$ cat config.mk
export PLATFORM = sky130hd
export DESIGN_NAME = dotmatrix_scan
export DESIGN_NICKNAME = d
export VERILOG_FILES = /design/src/rtl/dotmatrix_pkg.sv /design/src/rtl/dotmatrix_scan.sv
export SDC_FILE = /design/constraint.sdc
export NUM_CORES = 1
export LEC_CHECK = 0
export ABC_AREA = 1
export BUFFER_PORTS_ARGS = -buffer_cell sky130_fd_sc_hd__buf_2
export CORE_MARGIN = 10
export CORE_UTILIZATION = 58
export DETAILED_ROUTE_END_ITERATION = 8
export PLACE_DENSITY = 0.83
export SKIP_CTS_REPAIR_TIMING = 1
export SYNTH_ARGS = -nofsm -noshare
export SYNTH_HDL_FRONTEND = slang
export SYNTH_SLANG_ARGS = --single-unit
export TNS_END_PERCENT = 50
$ cat constraint.sdc
create_clock -name clk -period 2.4 [get_ports clk]
set_input_delay 0.6 -clock clk [delete_from_list [all_inputs] [get_ports clk]]
set_output_delay 0.6 -clock clk [all_outputs]
set_load 0.02 [all_outputs]
$ cat src/rtl/dotmatrix_pkg.sv
// Shared types and helpers for the 16x16 dot-matrix row scanner.
package dotmatrix_pkg;

    localparam int ROWS  = 16;
    localparam int COLS  = 16;
    localparam int ROW_W = 4;

    typedef enum logic [1:0] {
        IDLE,
        BLANK,
        LOAD,
        SHOW
    } scan_state_t;

    function automatic logic [ROWS-1:0] row_onehot(input logic [ROW_W-1:0] row);
        logic [ROWS-1:0] v;
        v      = '0;
        v[row] = 1'b1;
        return v;
    endfunction

endpackage

$ cat src/rtl/dotmatrix_scan.sv
// Row-scan controller: steps row_bin 0..15, latches the ROM column word, drives the matrix.
// Optional inter-row blanking is enabled with `define DOTMATRIX_BLANK_EN.
module dotmatrix_scan
    import dotmatrix_pkg::*;
#(
    parameter int ROW_DIV   = 25000,
    parameter int BLANK_CYC = 500
) (
    input  logic             clk,
    input  logic             rst_n,
    input  logic             en,
    input  logic [COLS-1:0]  col_in,
    output logic [ROW_W-1:0] row_bin,
    output logic [ROWS-1:0]  row_sel,
    output logic [COLS-1:0]  col_out,
    output logic             frame_start
);

    localparam int CNT_W = (ROW_DIV > 2) ? $clog2(ROW_DIV) : 1;

`ifdef DOTMATRIX_BLANK_EN
    localparam int DARK_CYC = BLANK_CYC;
    localparam logic [CNT_W-1:0] BLANK_LAST = CNT_W'(BLANK_CYC - 1);

    generate
        if (BLANK_CYC < 1 || ROW_DIV < BLANK_CYC + 3) begin : g_bad_blank
            $error("dotmatrix_scan: need BLANK_CYC >= 1 and ROW_DIV >= BLANK_CYC + 3");
        end
    endgenerate
`else
    // BLANK_CYC stays on the parameter list so both builds instantiate alike; it adds no cycles here.
    localparam int DARK_CYC = BLANK_CYC - BLANK_CYC;
`endif

    localparam int SHOW_CYC = ROW_DIV - DARK_CYC - 1;
    localparam logic [CNT_W-1:0] SHOW_LAST = CNT_W'(SHOW_CYC - 1);

    generate
        if (ROW_DIV < 2) begin : g_bad_div
            $error("dotmatrix_scan: ROW_DIV must be at least 2");
        end
    endgenerate

    scan_state_t      state, state_nxt;
    logic [CNT_W-1:0] cnt, cnt_nxt;
    logic [ROW_W-1:0] row_bin_nxt;
    logic [ROWS-1:0]  row_sel_nxt;
    logic [COLS-1:0]  col_out_nxt;
    logic             frame_start_nxt;

    always_ff @(posedge clk or negedge rst_n) begin
        if (!rst_n) begin
            state       <= IDLE;
            cnt         <= '0;
            row_bin     <= '0;
            row_sel     <= '0;
            col_out     <= '0;
            frame_start <= 1'b0;
        end else begin
            state       <= state_nxt;
            cnt         <= cnt_nxt;
            row_bin     <= row_bin_nxt;
            row_sel     <= row_sel_nxt;
            col_out     <= col_out_nxt;
            frame_start <= frame_start_nxt;
        end
    end

    always_comb begin
        state_nxt   = state;
        row_bin_nxt = row_bin;
        row_sel_nxt = row_sel;
        col_out_nxt = col_out;

        case (state)
            IDLE: begin
                if (en) begin
`ifdef DOTMATRIX_BLANK_EN
                    state_nxt = BLANK;
`else
                    state_nxt = LOAD;
`endif
                end
            end
`ifdef DOTMATRIX_BLANK_EN
            BLANK: begin
                if (cnt == BLANK_LAST) state_nxt = LOAD;
            end
`endif
            LOAD: begin
                state_nxt   = SHOW;
                row_sel_nxt = row_onehot(row_bin);
                col_out_nxt = col_in;
            end
            SHOW: begin
                // Row drive drops together with the row advance so the next slot starts dark.
                if (cnt == SHOW_LAST) begin
`ifdef DOTMATRIX_BLANK_EN
                    state_nxt = BLANK;
`else
                    state_nxt = LOAD;
`endif
                    row_bin_nxt = row_bin + 1'b1;
                    row_sel_nxt = '0;
                    col_out_nxt = '0;
                end
            end
            default: state_nxt = IDLE;
        endcase

        if (!en) begin
            state_nxt   = IDLE;
            row_bin_nxt = '0;
            row_sel_nxt = '0;
            col_out_nxt = '0;
        end

        frame_start_nxt = (state_nxt == LOAD) && (row_bin_nxt == '0);
        cnt_nxt         = (state_nxt != state || state == IDLE) ? '0 : cnt + 1'b1;
    end

endmodule

## After elaboration in Yosys (flattened, before gate mapping)

Cells that the tools add are included.
Widths: inputs -> output; s select.

| cells by class | value |
|---|---|
| add/sub/neg operators | 2 |
| magnitude comparators | 2 |
| eq/ne operators | 7 |
| multiplexer cells | 14 |
| reductions and logical operators | 6 |

Operators with widths:

| operator | count |
|---|---|
| $pmux 16 s2 | 2 |
| $mux 16 | 3 |
| $add 15x1->15 const B | 1 |
| $eq 15x15->1 const B | 1 |
| $mux 15 | 1 |
| $mux 4 | 3 |
| $eq 2x2->1 const B | 3 |
| $pmux 2 s3 | 1 |
| $lt 4x5->1 const B | 1 |
| $add 4x1->4 const B | 1 |
| $demux 1 s4 | 1 |
| $ge 4x1->1 const B | 1 |
| $logic_not 4->1 | 1 |
| $mux 2 | 2 |
| $ne 3x1->1 const B | 1 |
| $ne 3x3->1 const B | 1 |
| $logic_and 1x1->1 | 2 |
| $logic_not 2->1 | 1 |
| $ne 2x2->1 | 1 |
| $reduce_and 2->1 | 1 |
| $logic_or 1x1->1 | 1 |
| $mux 1 | 1 |

| storage, ports and cells | value |
|---|---|
| bits in registers | 54 |
| input port bits | 19 |
| word-level logic and storage cells | 37 |

## Logic depth before layout (Yosys ltp)

Gate-level depths: netlist of run 1.

| depth | value |
|---|---|
| depth after elaboration | 7 |
| gate-level depth with buffers | 13 |

## Least setup slack after synthesis of run 1

Ideal clock, no wire load.

| timing | value |
|---|---|
| kind | register to register |
| start | register cnt[0] |
| end | register frame_start |
| library setup time | 120 ps |
| data arrival time | 1344 ps |
| required time | 2280 ps |
| setup slack | 936 ps |
| stages on the path, launching flop included | 14 |
| path buffers | 0 |
| clock period less this slack | 1464 ps |
| cell sequence | dfrtp_1 inv_1 ha_1 nand2_1 inv_1 nand2_1 nor2_2 nand3_4 nand2_1 nand3_1 nand2_1 inv_1 nand2_1 nor2_1 |

| on the way | value |
|---|---|
| cells in the longest elaborated chain, start to end | 6 |

Ends and longest elaborated chain:

| item | RTL line | text |
|---|---|---|
| start: declaration | dotmatrix_scan.sv:45 | `logic [CNT_W-1:0] cnt, cnt_nxt;` |
| start signal: assignment | dotmatrix_scan.sv:61 | `cnt <= cnt_nxt;` |
| $eq 15x15->1 (*) | dotmatrix_scan.sv:97 | `if (cnt == SHOW_LAST) begin` |
| $mux 2 or $mux 4 (tied branches) | dotmatrix_scan.sv:97 |  |
| $pmux 2 s3 or $mux 4 (tied branches) | dotmatrix_scan.sv:75 | `case (state)` |
| $mux 2 or $mux 4 (tied branches) | dotmatrix_scan.sv:111 | `if (!en) begin` |
| $eq 2x2->1 or $logic_not 4->1 (tied branches) | dotmatrix_scan.sv:118 | `frame_start_nxt = (state_nxt == LOAD) && (row_bin_nxt == '0);` |
| $logic_and 1x1->1 (*) | dotmatrix_scan.sv:118 |  |
| named net frame_start_nxt | dotmatrix_scan.sv:49 | `logic frame_start_nxt;` |
| end signal: assignment | dotmatrix_scan.sv:65 | `frame_start <= frame_start_nxt;` |
| end: declaration | dotmatrix_scan.sv:16 | `output logic frame_start` |

The timed path passes the listed nets; every way through them passes the cells marked *.
A chain may end at the register's enable or synchronous reset.

## Worst setup path in the final report of run 1

| timing | value |
|---|---|
| start | register cnt[0] |
| end | register col_out[1] |

| on the way | value |
|---|---|
| cells in the longest elaborated chain, start to end | 3 |

Ends and longest elaborated chain:

| item | RTL line | text |
|---|---|---|
| $eq 15x15->1 | dotmatrix_scan.sv:97 |  |
| $ne 3x3->1 (no source line) | - |  |
| $reduce_and 2->1 (no source line) | - |  |
| end signal: assignment | dotmatrix_scan.sv:64 | `col_out <= col_out_nxt;` |
| end: declaration | dotmatrix_scan.sv:15 | `output logic [COLS-1:0] col_out,` |

No other way between the ends.

==> results of run 1 <==
## power by group
| group | total (W) | switching (W) | internal, W |
|---|---|---|---|
| clock network | 0.000527 | 0.000294 | 0.000232 |
| logic | 0.000190 | 0.000130 | 0.0000597 |
| registers | 0.000956 | 0.0000170 | 0.000939 |
| total | 0.00167 | 0.000441 | 0.00123 |
## path summary, 6_finish.rpt
| kind | from | endpoint | slack, ns | cells after the start |
|---|---|---|---|---|
| setup / recovery | cnt[0]$_DFF_PN0_ | col_out[1]$_DFFE_PN0P_ | 0.60 | 10 |
| hold / removal | rst_n | row_sel[6]$_DFFE_PN0P_ | 0.28 | 1 |
| setup reg to reg | cnt[0]$_DFF_PN0_ | col_out[1]$_DFFE_PN0P_ | 0.60 | 10 |
| hold reg to reg | cnt[0]$_DFF_PN0_ | cnt[0]$_DFF_PN0_ | 0.49 | 1 |
| max in group asynchronous | rst_n | col_out[9]$_DFFE_PN0P_ | 1.56 | 2 |
| min in group clk | cnt[0]$_DFF_PN0_ | cnt[0]$_DFF_PN0_ | 0.49 | 1 |
## Yosys cell counts, types with 2 or more instances
| cell | n |
|---|---|
| nor2_2 | 5 |
| nand2_2 | 5 |
| buf_2 | 6 |
| o21ai_0 | 3 |
| nor2_4 | 4 |
| nand3_2 | 2 |
| inv_2 | 2 |
| ha_1 | 6 |
| dfrtp_1 | 54 |
| buf_6 | 3 |
| nand2_1 | 65 |
| inv_1 | 31 |
| nor3_1 | 2 |
| nor2_1 | 30 |
| nand3_1 | 78 |
| a21oi_1 | 8 |
| nand4_1 | 3 |
## placed cells by master (no fill, tap or decap)
cell	count
buf_2	55
nor3b_2	1
clkinvlp_4	1
and3_1	1
nand3_1	78
nor3_4	1
clkbuf_8	6
dfrtp_1	54
a21oi_2	1
inv_1	31
nor2_4	4
clkinv_1	1
ha_1	6
xnor2_1	1
nor2_1	30
nor3_1	2
buf_4	4
clkinv_2	1
o21a_1	1
nand3_2	2
o21bai_1	1
inv_2	2
buf_12	1
nand2_2	5
nand2_4	1
nand3_4	1
a21oi_1	8
nand4_1	3
xor2_1	1
nand2_1	65
nor2_2	5
o21ai_0	3
## layer usage
metal	vias to the layer above	track usage (%)	part of all wire, %
met4	0	3.424	0.64
met2	60	26.06	49
li1	1155	-	-
met5	-	0	0
met3	4	4.643	7.5
met1	1073	20.89	42
## kinds of logic after synthesis
| logic type | Yosys count | share of synthesized area (%) |
|---|---|---|
| AOI/OAI and AO/OA | 14 | 2.936 |
| xor gates and xnor gates | 2 | 0.6525 |
| adders and majority gates | 6 | 2.796 |
| buffers and inverters | 44 | 7.269 |
| DFF | 54 | 50.33 |
| and+or+nand+nor | 199 | 36.02 |
## state kept, by name, summed over array words and instances (netlist names)
signal       cells
cnt             15
col_out         16
frame_start      1
row_bin          4
row_sel         16
state            2
## worst register-to-register path, delay by kind of cell, from the launching register on
| family | cells | cell delay [ns] |
|---|---|---|
| DFF | 1 | 0.42 |
| adders and majority gates | 1 | 0.18 |
| buffers and inverters | 2 | 0.13 |
| and+or+nand+nor | 7 | 1.03 |
## per-stage QoR
stage          utilization, %  power, W  instances
3_3_place_gp            68.14  0.001164        421
3_5_place_dp            68.14  0.001167        421
4_1_cts                 70.29  0.001691        429
5_1_grt                 70.29  0.001744        429
2_1_floorplan               -  0.001086        319
6_report                70.29  0.001672        429
## final cells by class
type	count	area, um2
flip-flops and latches	54	1351
clock inverters	2	12.51
multi-input cells	221	1139
repair buffers	60	325.3
inverters	34	127.6
clock buffers	6	82.58
well taps	52	65.06
fillers	359	1311
==> metrics.md, run 1 <==
| Metric | Value |
|---|---|
| Reg clk slew, reported paths | `0.09 ns` |
| Post-Syn Instances | `319` |
| Crit path buf inv count | `2` |
| Endpoint class of the critical path | `flip-flop` |
| Routability cong. | `0.8328` |
| PortBufs | `55` |
| Final HPWL DP | `about 4600 um` |
| Sequential-to-total area share from yosys stat | `50.33%` |
| Die W | `88.04 um` |
| Hold Crit Class | `input pin to asynchronous set/reset pin` |
| Vias in the first global route | `approximately 2.2k` |
| Cell Chain, Critical Path | `inv_1 -> ha_1 -> nand2_1 -> inv_1 -> nand2_1 -> nor2_2 -> nand3_4 -> nand2_4 -> nand3_1 -> nand2_1` |
| Area delta synth->final | `15.56%` |
| Setup violators final | `0` |
| Max IR drop VDD | `roughly 0.0004 V` |
| Clock Skew | `0.008872 ns` |
| Die span in y | `88.04 um` |
| Largest net degree at the start of global routing | `33` |
| Setup ws final | `0.6008 ns` |
| Worst-Margin Slew | `0.5927 ns` |
| Top cell type's share of synthesized area | `50.33%` |
| Worst Path Arrival | `2.06 ns` |
| Seq cells post-synth | `54` |
| Final Hold Fails | `0` |
| Cts bufs inserted | `5` |
| CP Launch Type | `flip-flop` |
| Global router's overall resource usage | `16.07%` |
| Unrepaired setup endpoints after global routing | `no` |
| Max Fclk | `555.8 MHz` |
| Netlist Area Pre-Place | `~2700 um2` |
| DRT iter0 DRCs | `roughly 120` |
| CTS tree | `done` |
| Setup TNS Final | `0 ns` |
| CP dominant cell by count | `nand2_1` |
| Max_slew headroom | `approximately three fifths` |
| Hold_ws | `0.2834 ns` |
| CP max-delay cell | `dfrtp_1` |
| Dpl cell area | `3008 um2` |
| Cell taking the most area after synthesis | `dfrtp_1` |
| Post-synth EDFFs | `0` |
| Max-cap violations | `0` |
| WP data required | `2.66 ns` |
| Async set or reset register ratio after synthesis | `100.0%` |
| Post-synthesis net count | `344` |
| Antenna violations before repair | `0` |
| Leak | `1.690 nW` |
| Max H-tree Level | `2` |
| Pre-antenna DRT Iters | `4` |
| Syn_area_per_cell | `8.417 um2` |
| DRC errors left | `0` |
| Ranking of synthesized cells by area | `dfrtp_1 50%, nand3_1 15%, nand2_1 9.1%` |
| Io pins | `between 50 and 60` |
| Crit path kind | `flip-flop to flip-flop` |
| GRT overflow | `0` |
| Vias post-DR | `2292` |
| Layout cells sized above 1 | `about a quarter` |
| Final WL | `6076 um` |
| Initial Util | `60.83%` |
| Nets | `401` |
| Max-slew violations | `0` |
| # diodes | `0` |
| PD cells | `approximately 540 nW/um2` |
| Post-route antenna net violation count | `0` |
| Row Count | `24` |
| Clock tree sinks | `54` |
| Final Cell Area | `3103 um2` |
| Netlist cell types | `29` |
| Min Tclk post-route | `1.799 ns` |
| Status | `complete, no violations` |
| Later-pin clock latency in the skew report | `0.31 ns` |
| Yosys warnings | `0` |
| CTS root buf | `clkbuf_8` |
| Die ar. | `7751 um2` |
| Top Family by Delay on Critical Path | `simple AND/OR/NAND/NOR gates` |
| Place WS | `0.6017 ns` |
| Global-route wire length before repair | `10180 um` |
| Final Cycle Share | `about three quarters` |
| Crit Path Max Fanout | `32` |
| Clock buffer depth | `2` |
| Drt via density | `5.343` |
| Core area | `4414 um2` |
| CP peak stage delay | `0.42 ns` |
| Drt wl/cell | `14.16 um` |
| Top_reg_cell synth | `dfrtp_1` |
Power figures use the tool's default switching activity.
==> run 2: changes to the inputs <==
--- a/config.mk
+++ b/config.mk
@@ -5,12 +5,12 @@
 export SDC_FILE = /design/constraint.sdc
 export NUM_CORES = 1
 export LEC_CHECK = 0
-export ABC_AREA = 1
+export ABC_AREA = 0
 export BUFFER_PORTS_ARGS = -buffer_cell sky130_fd_sc_hd__buf_2
 export CORE_MARGIN = 10
-export CORE_UTILIZATION = 58
+export CORE_UTILIZATION = 53
 export DETAILED_ROUTE_END_ITERATION = 8
-export PLACE_DENSITY = 0.83
+export PLACE_DENSITY = 0.78
 export SKIP_CTS_REPAIR_TIMING = 1
 export SYNTH_ARGS = -nofsm -noshare
 export SYNTH_HDL_FRONTEND = slang
==> constraint.sdc (replaced) <==
create_clock -name clk -period 1.8 [get_ports clk]
set_input_delay 0.45 -clock clk [delete_from_list [all_inputs] [get_ports clk]]
set_output_delay 0.45 -clock clk [all_outputs]
set_load 0.02 [all_outputs]
==> metrics.md, run 2 <==
| Metric | Value |
|---|---|
| Status | `finished with violations` |
| Failing checks | `negative setup slack` |
| Setup violators final | `11 (+11)` |
| Placed cell count | `374 (-11%)` |
| Clock Skew | `0.01070 ns (+0.001827 ns)` |
| Dpl cell area | `2948 um2 (-2.0%)` |
| Final Util | `72.73% (+2.4 points)` |
| Syn_area_per_cell | `9.498 um2 (+13%)` |
| Crit path kind | `flip-flop to flip-flop` |
| Sequential-to-total area share from yosys stat | `55.36% (+5.0 points)` |
| PD cells | `694.3 nW/um2 (+29%)` |
| Final Hold Fails | `0 (unchanged)` |
| Reg clk slew, reported paths | `0.10 ns (about the same)` |
| Worst-Margin Slew | `0.3186 ns (-0.2740 ns)` |
| Post-synth top cells | `72 x nand2_1, 54 x dfrtp_1, 33 x o21ai_0` |
| Post-route antenna net violation count | `0 (unchanged)` |
| Vias in the first global route | `1844 (-16%)` |
| CTS tree | `done` |
| Drt wl/cell | `14.93 um (+5.4%)` |
| Netlist Area Pre-Place | `2441 um2 (-9.1%)` |
| Leak | `1.556 nW (-7.9%)` |
| Hold Crit Class | `input pin to asynchronous set/reset pin` |
| Final WL | `5806 um (-4.4%)` |
| Max Fclk | `527.9 MHz (-5.0%)` |
| Cts bufs inserted | `5 (unchanged)` |
| Cell taking the most area after synthesis | `dfrtp_1` |
| PortBufs | `55 (unchanged)` |
| Post-synthesis net count | `282 (-18%)` |
| Ranking of synthesized cells by area | `dfrtp_1 55%, nand2_1 11%, o21ai_0 6.8%` |
| Final Cycle Share | `105.2% (+30 points)` |
| Max-cap violations | `0 (unchanged)` |
| Post-synth EDFFs | `0 (unchanged)` |
| Post-Syn Instances | `257 (-19%)` |
| Layout cells sized above 1 | `31.16% (+7.0 points)` |
| Worst Path Arrival | `2.15 ns (+0.09 ns)` |
| Endpoint class of the critical path | `flip-flop` |
| Seq cells post-synth | `54 (unchanged)` |
| Top Registers | `col_out (16), row_sel (16), cnt (15)` |
| Die W | `87.87 um (-0.20%)` |
| Nets | `361 (-10%)` |
| Async set or reset register ratio after synthesis | `100.0% (unchanged)` |
| Final Cell Area | `3211 um2 (+3.5%)` |
| Most frequent cells in the layout | `72 x nand2_1, 55 x buf_2, 54 x dfrtp_1` |
| Netlist cell types | `37 (+28%)` |
| Max IR drop VDD | `0.0004959 V (+21%)` |
| Later-pin clock latency in the skew report | `0.31 ns (about the same)` |
| # diodes | `0 (unchanged)` |
| Max H-tree Level | `2 (unchanged)` |
| Initial Util | `55.30% (-5.5 points)` |
| Top cell type's share of synthesized area | `55.36% (+5.0 points)` |
| Max-slew violations | `0 (unchanged)` |
| Setup ws final | `-0.09420 ns (-0.6950 ns)` |
| Drt via density | `5.111 (-4.3%)` |
| Routability cong. | `0.8030 (-3.6%)` |
| Clock buffer depth | `2 (unchanged)` |
| Pre-antenna DRT Iters | `4 (unchanged)` |
| CP max-delay cell | `or4_4` |
| Row Count | `24 (unchanged)` |
| WP data required | `2.05 ns (-0.61 ns)` |
| CP Launch Type | `flip-flop` |
| Core area | `4414 um2 (unchanged)` |
| Top_reg_cell synth | `dfrtp_1` |
| Crit Path Max Fanout | `6 (-81%)` |
| Crit path buf inv count | `0 (-2)` |
| GRT overflow | `0 (unchanged)` |
| Yosys warnings | `0 (unchanged)` |
| Io pins | `56 (unchanged)` |
| Die span in y | `87.87 um (-0.20%)` |
| Final HPWL DP | `4041 um (-13%)` |
| Top Family by Delay on Critical Path | `simple AND/OR/NAND/NOR gates` |
| Unrepaired setup endpoints after global routing | `yes` |
| CP peak stage delay | `0.60 ns (+0.18 ns)` |
| DRC errors left | `0 (unchanged)` |
| Min Tclk post-route | `1.894 ns (+0.09495 ns)` |
| Area delta synth->final | `31.52%` |
| Global-route wire length before repair | `8569 um (-16%)` |
| Most frequent cell after synthesis | `nand2_1` |
| CTS root buf | `clkbuf_8` |
| Largest net degree at the start of global routing | `55 (+67%)` |
| Max_slew headroom | `78.71% (+18 points)` |
| Antenna violations before repair | `0 (unchanged)` |
| Commonest non-fill, non-tap cell in the layout | `nand2_1` |
| Cell Chain, Critical Path | `or2_4 -> or4_4 -> nor2_4 -> mux2i_2 -> and4_1` |
| Setup TNS Final | `-0.2957 ns (-0.2957 ns)` |
| Final Non-Filler Cells | `389 (-9.3%)` |
| Die ar. | `7720 um2 (-0.40%)` |
| Vias post-DR | `1988 (-13%)` |
| Clock tree sinks | `54 (unchanged)` |
| Global router's overall resource usage | `14.05% (-2.0 points)` |
| DRT iter0 DRCs | `75 (-40%)` |
| Total power | `0.002229 W (+33%)` |
==> run 2: cell types whose count changed after synthesis, moves of 5 or more <==
| cell | before | now |
|---|---|---|
| a21oi_1 | 8 | 3 |
| clkbuf_1 | 1 | 7 |
| inv_1 | 31 | 6 |
| nand2_1 | 65 | 72 |
| nand2_2 | 5 | 0 |
| nand3_1 | 78 | 5 |
| nor2_1 | 30 | 17 |
| o21ai_0 | 3 | 33 |
| xnor2_1 | 1 | 6 |
| xor2_1 | 1 | 8 |
==> run 2: metal layers <==
layer | up-vias | track usage [%] | wire (um)
li1 | 1000 | - | -
met1 | 933 | 16.44 | 2365
met2 | 45 | 23.88 | 2961
met3 | 10 | 4.178 | 381
met4 | 0 | 4.928 | 97
met5 | - | 0 | 0
==> run 2: power by group <==
| part | internal (W) | switching, W |
|---|---|---|
| registers | 0.00125 | 0.0000236 |
| logic | 0.000126 | 0.000169 |
| clock network | 0.000275 | 0.000385 |
| total | 0.00165 | 0.000578 |
==> run 2: cell families after synthesis <==
logic type	synth area share [%]
buffers and inverters	3.691
xor gates and xnor gates	5.023
muxes	0.4101
and+or+nand+nor	23.27
adders and majority gates	3.075
DFF	55.36
AOI/OAI and AO/OA	9.175
==> run 2: path summary, 6_finish.rpt <==
check,from,end,slack (ns),cells past startpoint
min in group clk,col_in[13],col_out[13]$_DFFE_PN0P_,0.36,3
hold / removal,rst_n,col_out[13]$_DFFE_PN0P_,0.11,2
setup reg to reg,cnt[9]$_DFF_PN0_,frame_start$_DFF_PN0_,-0.09,5
setup / recovery,cnt[9]$_DFF_PN0_,frame_start$_DFF_PN0_,-0.09,5
max in group asynchronous,rst_n,state[1]$_DFF_PN0_,1.43,2
hold reg to reg,col_out[9]$_DFFE_PN0P_,col_out[9]$_DFFE_PN0P_,0.48,2
==> run 2: stage by stage <==
| step | hold WS, ns | worst slack, ns |
|---|---|---|
| after global routing | 0.1237 | -0.2057 |
| after CTS | 0.1270 | -0.07406 |
| after global placement | 0.4562 | 0.01454 |
| final | 0.1115 | -0.09420 |
| after floorplan | 0.1544 | -0.06794 |
| after detailed placement | 0.4655 | -0.05043 |
==> run 2: final cells by class <==
| type | instances | area (um2) |
|---|---|---|
| sequential | 54 | 1351 |
| fill | 330 | 1204 |
| multi-input combinational | 185 | 1056 |
| timing repair buffer | 84 | 629.4 |
| clock buffer | 6 | 72.57 |
| tap | 52 | 65.06 |
| inverter | 6 | 22.52 |
| clock inverter | 2 | 13.76 |
